--- config.mk ---
export PLATFORM = sky130hd
export DESIGN_NAME = vga_timing_gen
export DESIGN_NICKNAME = d
export VERILOG_FILES = /design/src/rtl/vga_timing_gen.sv
export SDC_FILE = /design/constraint.sdc
export NUM_CORES = 1
export LEC_CHECK = 0
export ABC_AREA = 1
export CAP_MARGIN = 10
export CELL_PAD_IN_SITES_DETAIL_PLACEMENT = 0
export CELL_PAD_IN_SITES_GLOBAL_PLACEMENT = 2
export CORE_ASPECT_RATIO = 0.75
export CORE_MARGIN = 2
export CORE_UTILIZATION = 30
export CTS_CLUSTER_DIAMETER = 40
export CTS_CLUSTER_SIZE = 10
export DETAILED_ROUTE_END_ITERATION = 16
export DONT_BUFFER_PORTS = 1
export GPL_ROUTABILITY_DRIVEN = 0
export PLACE_DENSITY = 0.83
export SKIP_LAST_GASP = 1
export SLEW_MARGIN = 20
export SYNTH_ARGS = -nofsm -noshare
export SYNTH_HDL_FRONTEND = slang
export SYNTH_SLANG_ARGS = --single-unit
--- constraint.sdc ---
create_clock -name vgaclk -period 2 [get_ports vgaclk]
set_input_delay 0.1 -clock vgaclk [delete_from_list [all_inputs] [get_ports vgaclk]]
set_output_delay 0.1 -clock vgaclk [all_outputs]
set_load 0.005 [all_outputs]
--- src/rtl/vga_timing_gen.sv ---
// Parametrised raster timing generator: h/v counters, sync, blanking, line/frame strobes,
// and a look-ahead fetch coordinate that leads (x,y) by LEAD raster steps.
module vga_timing_gen #(
    parameter int CW        = 11,
    parameter int HACTIVE   = 640,
    parameter int HFP       = 16,
    parameter int HSYN      = 96,
    parameter int HBP       = 48,
    parameter int VACTIVE   = 480,
    parameter int VFP       = 10,
    parameter int VSYN      = 2,
    parameter int VBP       = 33,
    parameter bit HSYNC_POL = 1'b0,
    parameter bit VSYNC_POL = 1'b0,
    parameter int LEAD      = 2
) (
    input  logic          vgaclk,
    input  logic          rst_n,
    input  logic          en,
    output logic [CW-1:0] x,
    output logic [CW-1:0] y,
    output logic          hsync,
    output logic          vsync,
    output logic          sync_b,
    output logic          blank_b,
    output logic          line_start,
    output logic          frame_start,
    output logic [CW-1:0] fetch_x,
    output logic [CW-1:0] fetch_y,
    output logic          fetch_valid
);

    localparam int HMAX  = HACTIVE + HFP + HSYN + HBP;
    localparam int VMAX  = VACTIVE + VFP + VSYN + VBP;
    localparam int HS_LO = HACTIVE + HFP;
    localparam int HS_HI = HS_LO + HSYN;
    localparam int VS_LO = VACTIVE + VFP;
    localparam int VS_HI = VS_LO + VSYN;

    localparam logic [CW-1:0] X_LAST = CW'(HMAX - 1);
    localparam logic [CW-1:0] Y_LAST = CW'(VMAX - 1);

    // Reset parks (x,y) on the last blanked position; fetch sits LEAD steps beyond it.
    localparam int FX_I = (LEAD == 0) ? HMAX - 1 : LEAD - 1;
    localparam int FY_I = (LEAD == 0) ? VMAX - 1 : 0;
    localparam logic [CW-1:0] FX_RST = CW'(FX_I);
    localparam logic [CW-1:0] FY_RST = CW'(FY_I);
    localparam bit FV_RST = (FX_I < HACTIVE) && (FY_I < VACTIVE);

    if (HMAX > (1 << CW) || VMAX > (1 << CW)) begin : g_bad_cw
        $error("vga_timing_gen: HMAX/VMAX do not fit in CW bits");
    end
    if (LEAD < 0 || LEAD > HFP + HSYN + HBP) begin : g_bad_lead
        $error("vga_timing_gen: LEAD outside 0..HFP+HSYN+HBP");
    end

    typedef struct packed {
        logic [CW-1:0] h;
        logic [CW-1:0] v;
    } pos_t;

    function automatic pos_t advance(input pos_t p);
        pos_t n;
        n = p;
        if (p.h == X_LAST) begin
            n.h = '0;
            n.v = (p.v == Y_LAST) ? '0 : p.v + 1'b1;
        end else begin
            n.h = p.h + 1'b1;
        end
        return n;
    endfunction

    function automatic logic below(input logic [CW-1:0] v, input int unsigned lim);
        return 32'(v) < lim;
    endfunction

    function automatic logic in_win(input logic [CW-1:0] v, input int unsigned lo,
                                    input int unsigned hi);
        return (32'(v) >= lo) && (32'(v) < hi);
    endfunction

    pos_t nxt, fnxt;
    logic hs_act, vs_act;

    // NOTE: status is decoded from the next position so the registered flags line up
    // with the registered (x,y) they describe, without any output-side logic.
    always_comb begin
        nxt    = advance({x, y});
        fnxt   = advance({fetch_x, fetch_y});
        hs_act = in_win(nxt.h, HS_LO, HS_HI);
        vs_act = in_win(nxt.v, VS_LO, VS_HI);
    end

    // NOTE: all state is updated with non-blocking assignments so every register
    // samples the pre-edge values of its neighbours.
    always_ff @(posedge vgaclk) begin
        if (!rst_n) begin
            x           <= X_LAST;
            y           <= Y_LAST;
            hsync       <= ~HSYNC_POL;
            vsync       <= ~VSYNC_POL;
            sync_b      <= 1'b1;
            blank_b     <= 1'b0;
            line_start  <= 1'b0;
            frame_start <= 1'b0;
            fetch_x     <= FX_RST;
            fetch_y     <= FY_RST;
            fetch_valid <= FV_RST;
        end else if (en) begin
            x           <= nxt.h;
            y           <= nxt.v;
            hsync       <= hs_act ? HSYNC_POL : ~HSYNC_POL;
            vsync       <= vs_act ? VSYNC_POL : ~VSYNC_POL;
            sync_b      <= ~(hs_act | vs_act);
            blank_b     <= below(nxt.h, HACTIVE) & below(nxt.v, VACTIVE);
            line_start  <= (nxt.h == '0);
            frame_start <= (nxt.h == '0) & (nxt.v == '0);
            fetch_x     <= fnxt.h;
            fetch_y     <= fnxt.v;
            fetch_valid <= below(fnxt.h, HACTIVE) & below(fnxt.v, VACTIVE);
        end
    end

endmodule

==> results.yml <==
finish:
  multiInputGateArea_um2: 2018
  drive_above_1_share_pct: 19.78
  fill_cells: 1180
  final_area_um2: 3973
  nets: 545
  seq_area_um2: 1035
  diodes: 0
  syn_to_final_growth_pct: 19.99
worst_setup_path:
  cp-end-kind: "flip-flop"
  critPathMaxFanout: 7
  cp.required_ps: 2190
  r2r_slack_ps: 120
  critPathArrivalTime_ps: 2070
  critPathKind: "flip-flop to flip-flop"
  cp-start-kind: "flip-flop"
detailed_routing:
  detail-route-antenna-nets: 0
  drc: 0
  drt_iter0_drc: 211
  post_drt_wl_per_cell_um: 15.04
  vias: 3344
  wl_um: 10170
  firstDrtPassIters: 5
  vias_per_cell: 4.947
power:
  leakage_nw: 1.752
  total_power_mw: 2.784
  power_density_nw_per_um2: 700.9
  ir_worst_vdd_mv: 0.3434
timing:
  max_slew_margin_pct: 32.71
  holdWs_ps: 10.42
  drv_slew: 0
  min_period_ps: 1875
  skew_ps: 5.057
  rsz0062_at_grt: "yes"
  min_period_over_period_pct: 93.77
  setup_violations: 0
  finalHoldViolations: 0
  fmax_ghz: 0.5332
  worst_slew_pin_slew_ps: 1009
placement:
  portBuffers: 0
  dpl-instance-area_um2: 3618
  place_hpwl_um: 7344
clocking:
  cts.sinks: 51
  cts.path.max_buffers: 2
  clk_pin_slew_worst_paths_ps: 70
  cts_buffers: 5
  insertion_delay_ps: 300
  h-tree-depth: 2
  clockRootBuffer: "clkbuf_16"
  cts_tree: "built"
global_routing:
  grtUsageTotal_pct: 17.55
  grt-ovfl-total: 0
  antenna_found_initial: 0
  grt_pass1_vias: 3134
  grt_start_max_net_pins: 29
  grt_first_pass_wirelength_um: 16750
die:
  num_rows: 33
  die_height_um: 94.98
  fp.dieArea_um2: 11900
  ios: 54
  start_util_pct: 30.49
  fp.dieW_um: 125.3
  coreArea_um2: 10860
yosys:
  synth-compound-area-share_pct: 14.47
  synth_fa_ha_area_share_pct: 2.268
  syn-num-nets: 514
  netlist_area_um2: 3311
  synth_edf_count: 0
  synth-async-reset-ratio_pct: 0
  postSynthAreaPerCell_um2: 6.556
  synth_top_area_share_pct: 30.84
  synth_warnings: 0
  synth_top_area_cell: "dfxtp_1"
  synthSimpleGateAreaFrac_pct: 40.25
  synth_cell_type_count: 39
  ys_seq_area_share_pct: 30.84
  synth_cells: 505
  postSynthRegisterBits: 51
  synth-main-ff-cell: "dfxtp_1"
  synth_mux_area_share_pct: 0
  synth_area_leaders: "dfxtp_1 (31%), nand2_1 (16%), inv_1 (6.6%)"
  synth_xor_area_share_pct: 2.116
  synth_top_family_by_area: "simple AND/OR/NAND/NOR gates"
worst_hold_path:
  hp-class: "primary input to flip-flop"
flow_run:
  maxCapViolCount: 0
run_status:
  status: "finished, final reports clean"
## registers in the layout (all words and copies together) (netlist names)
register / count
blank_b: 1
fetch_valid: 1
fetch_x: 11
fetch_y: 11
frame_start: 1
hsync: 1
line_start: 1
sync_b: 1
vsync: 1
x: 11
y: 11
## critical path, cell delays in order, from the launching register on
cell	delay, ps
dfxtp_2	360
ha_4	170
nand2_2	110
nor2_8	160
nand4_4	150
buf_4	200
nand3_1	130
nand3_1	90
nor2_1	110
nand3_1	70
nand2_1	100
inv_1	40
nand2_1	50
nand2_1	50
## routing by layer
metal / global-route usage [%] / wire length [um] / up-vias
li1: - / - / 1710
met1: 25.36 / 5312 / 1529
met2: 26.68 / 4108 / 97
met3: 4.249 / 667 / 8
met4: 3.333 / 76 / 0
met5: 0 / 0 / -
## cells in the mapped netlist, drive strengths merged (5+ instances only)
| master | n |
|---|---|
| a21oi | 36 |
| buf | 8 |
| clkbuf | 11 |
| dfxtp | 51 |
| ha | 6 |
| inv | 64 |
| nand2 | 142 |
| nand3 | 41 |
| nand4 | 18 |
| nor2 | 56 |
| nor3 | 12 |
| o211ai | 7 |
| o21ai | 29 |
| o21bai | 5 |
| xor2 | 8 |
## power by group
part | internal [mW] | switching (mW) | leakage [nW]
registers | 1.08 | 0.0988 | 0.418
clock network | 0.586 | 0.401 | 0.0769
logic | 0.247 | 0.374 | 1.26
total | 1.91 | 0.874 | 1.75
## final timing paths
| path | from | endpoint | cells after the start |
|---|---|---|---|
| min | en | y[0] | 3 |
| max | x[0] | sync_b | 13 |
| min reg2reg | blank_b | blank_b | 2 |
| max reg2reg | x[0] | sync_b | 13 |
## layout by cell type, fill, tap and decap left out, types with 2 or more instances in the layout
cell           netlist  routed
ha_1                 6       4
o21bai_1             5       5
nand2_1            139     136
nor2_2              10      11
inv_2                6       6
nor2_1              41      39
nand4_4              2       3
inv_1               58      58
nor3_2               1       2
o21ai_0             27      26
xor2_1               8       8
nor2_4               4       5
dlygate4sd3_1        0       2
buf_4                1      39
o211ai_1             7       7
ha_4                 0       2
nand2_2              2       5
nand3_2              8       9
nand3b_1             2       2
o21ai_1              1       2
a21oi_1             35      35
clkbuf_16            0       5
dfxtp_2              0      11
o31ai_1              3       3
a211oi_1             2       2
nand3_1             33      32
dfxtp_1             51      40
nand4_1             14      14
nor3_1              10       9
## per-stage QoR
stage	utilization [%]	setup slack [ps]	setup TNS [ps]	cells
2_1_floorplan	-	163.7	0	505
3_3_place_gp	33.32	23.00	0	656
3_5_place_dp	33.32	-19.20	-23.26	656
4_1_cts	35.59	36.07	0	672
5_1_grt	36.58	-33.27	-51.98	676
6_report	36.58	124.6	0	676
## kinds of logic (layout without fill, tap and decap cells)
family	count (synthesis)	count (layout)
buffers and inverters	83	114
AND/OR/NAND/NOR	273	273
flip-flops	51	51
XOR/XNOR	8	8
adder cells (fa/ha/maj)	6	6
AO/OA/AOI/OAI	84	84
## repair_timing
| item | in CTS | in global routing |
|---|---|---|
| setup endpoints to repair | 2 | 10 |
| buffers inserted | 5 | 4 |
| resized for setup | 0 | 26 |
| pin swaps | 1 | 6 |
| hold buffers | 4 | 0 |
| endpoints found under the hold margin | 28 | 0 |
## final cells by class
cell class              count  share of cell area [%]
clock inverters             1                  0.7559
flip-flops and latches     51                   26.05
clock buffers               6                   3.244
well taps                 140                   4.409
inverters                  64                   6.047
multi-input cells         371                   50.80
repair buffers             43                   8.693
(Power assumes the default switching activity.)
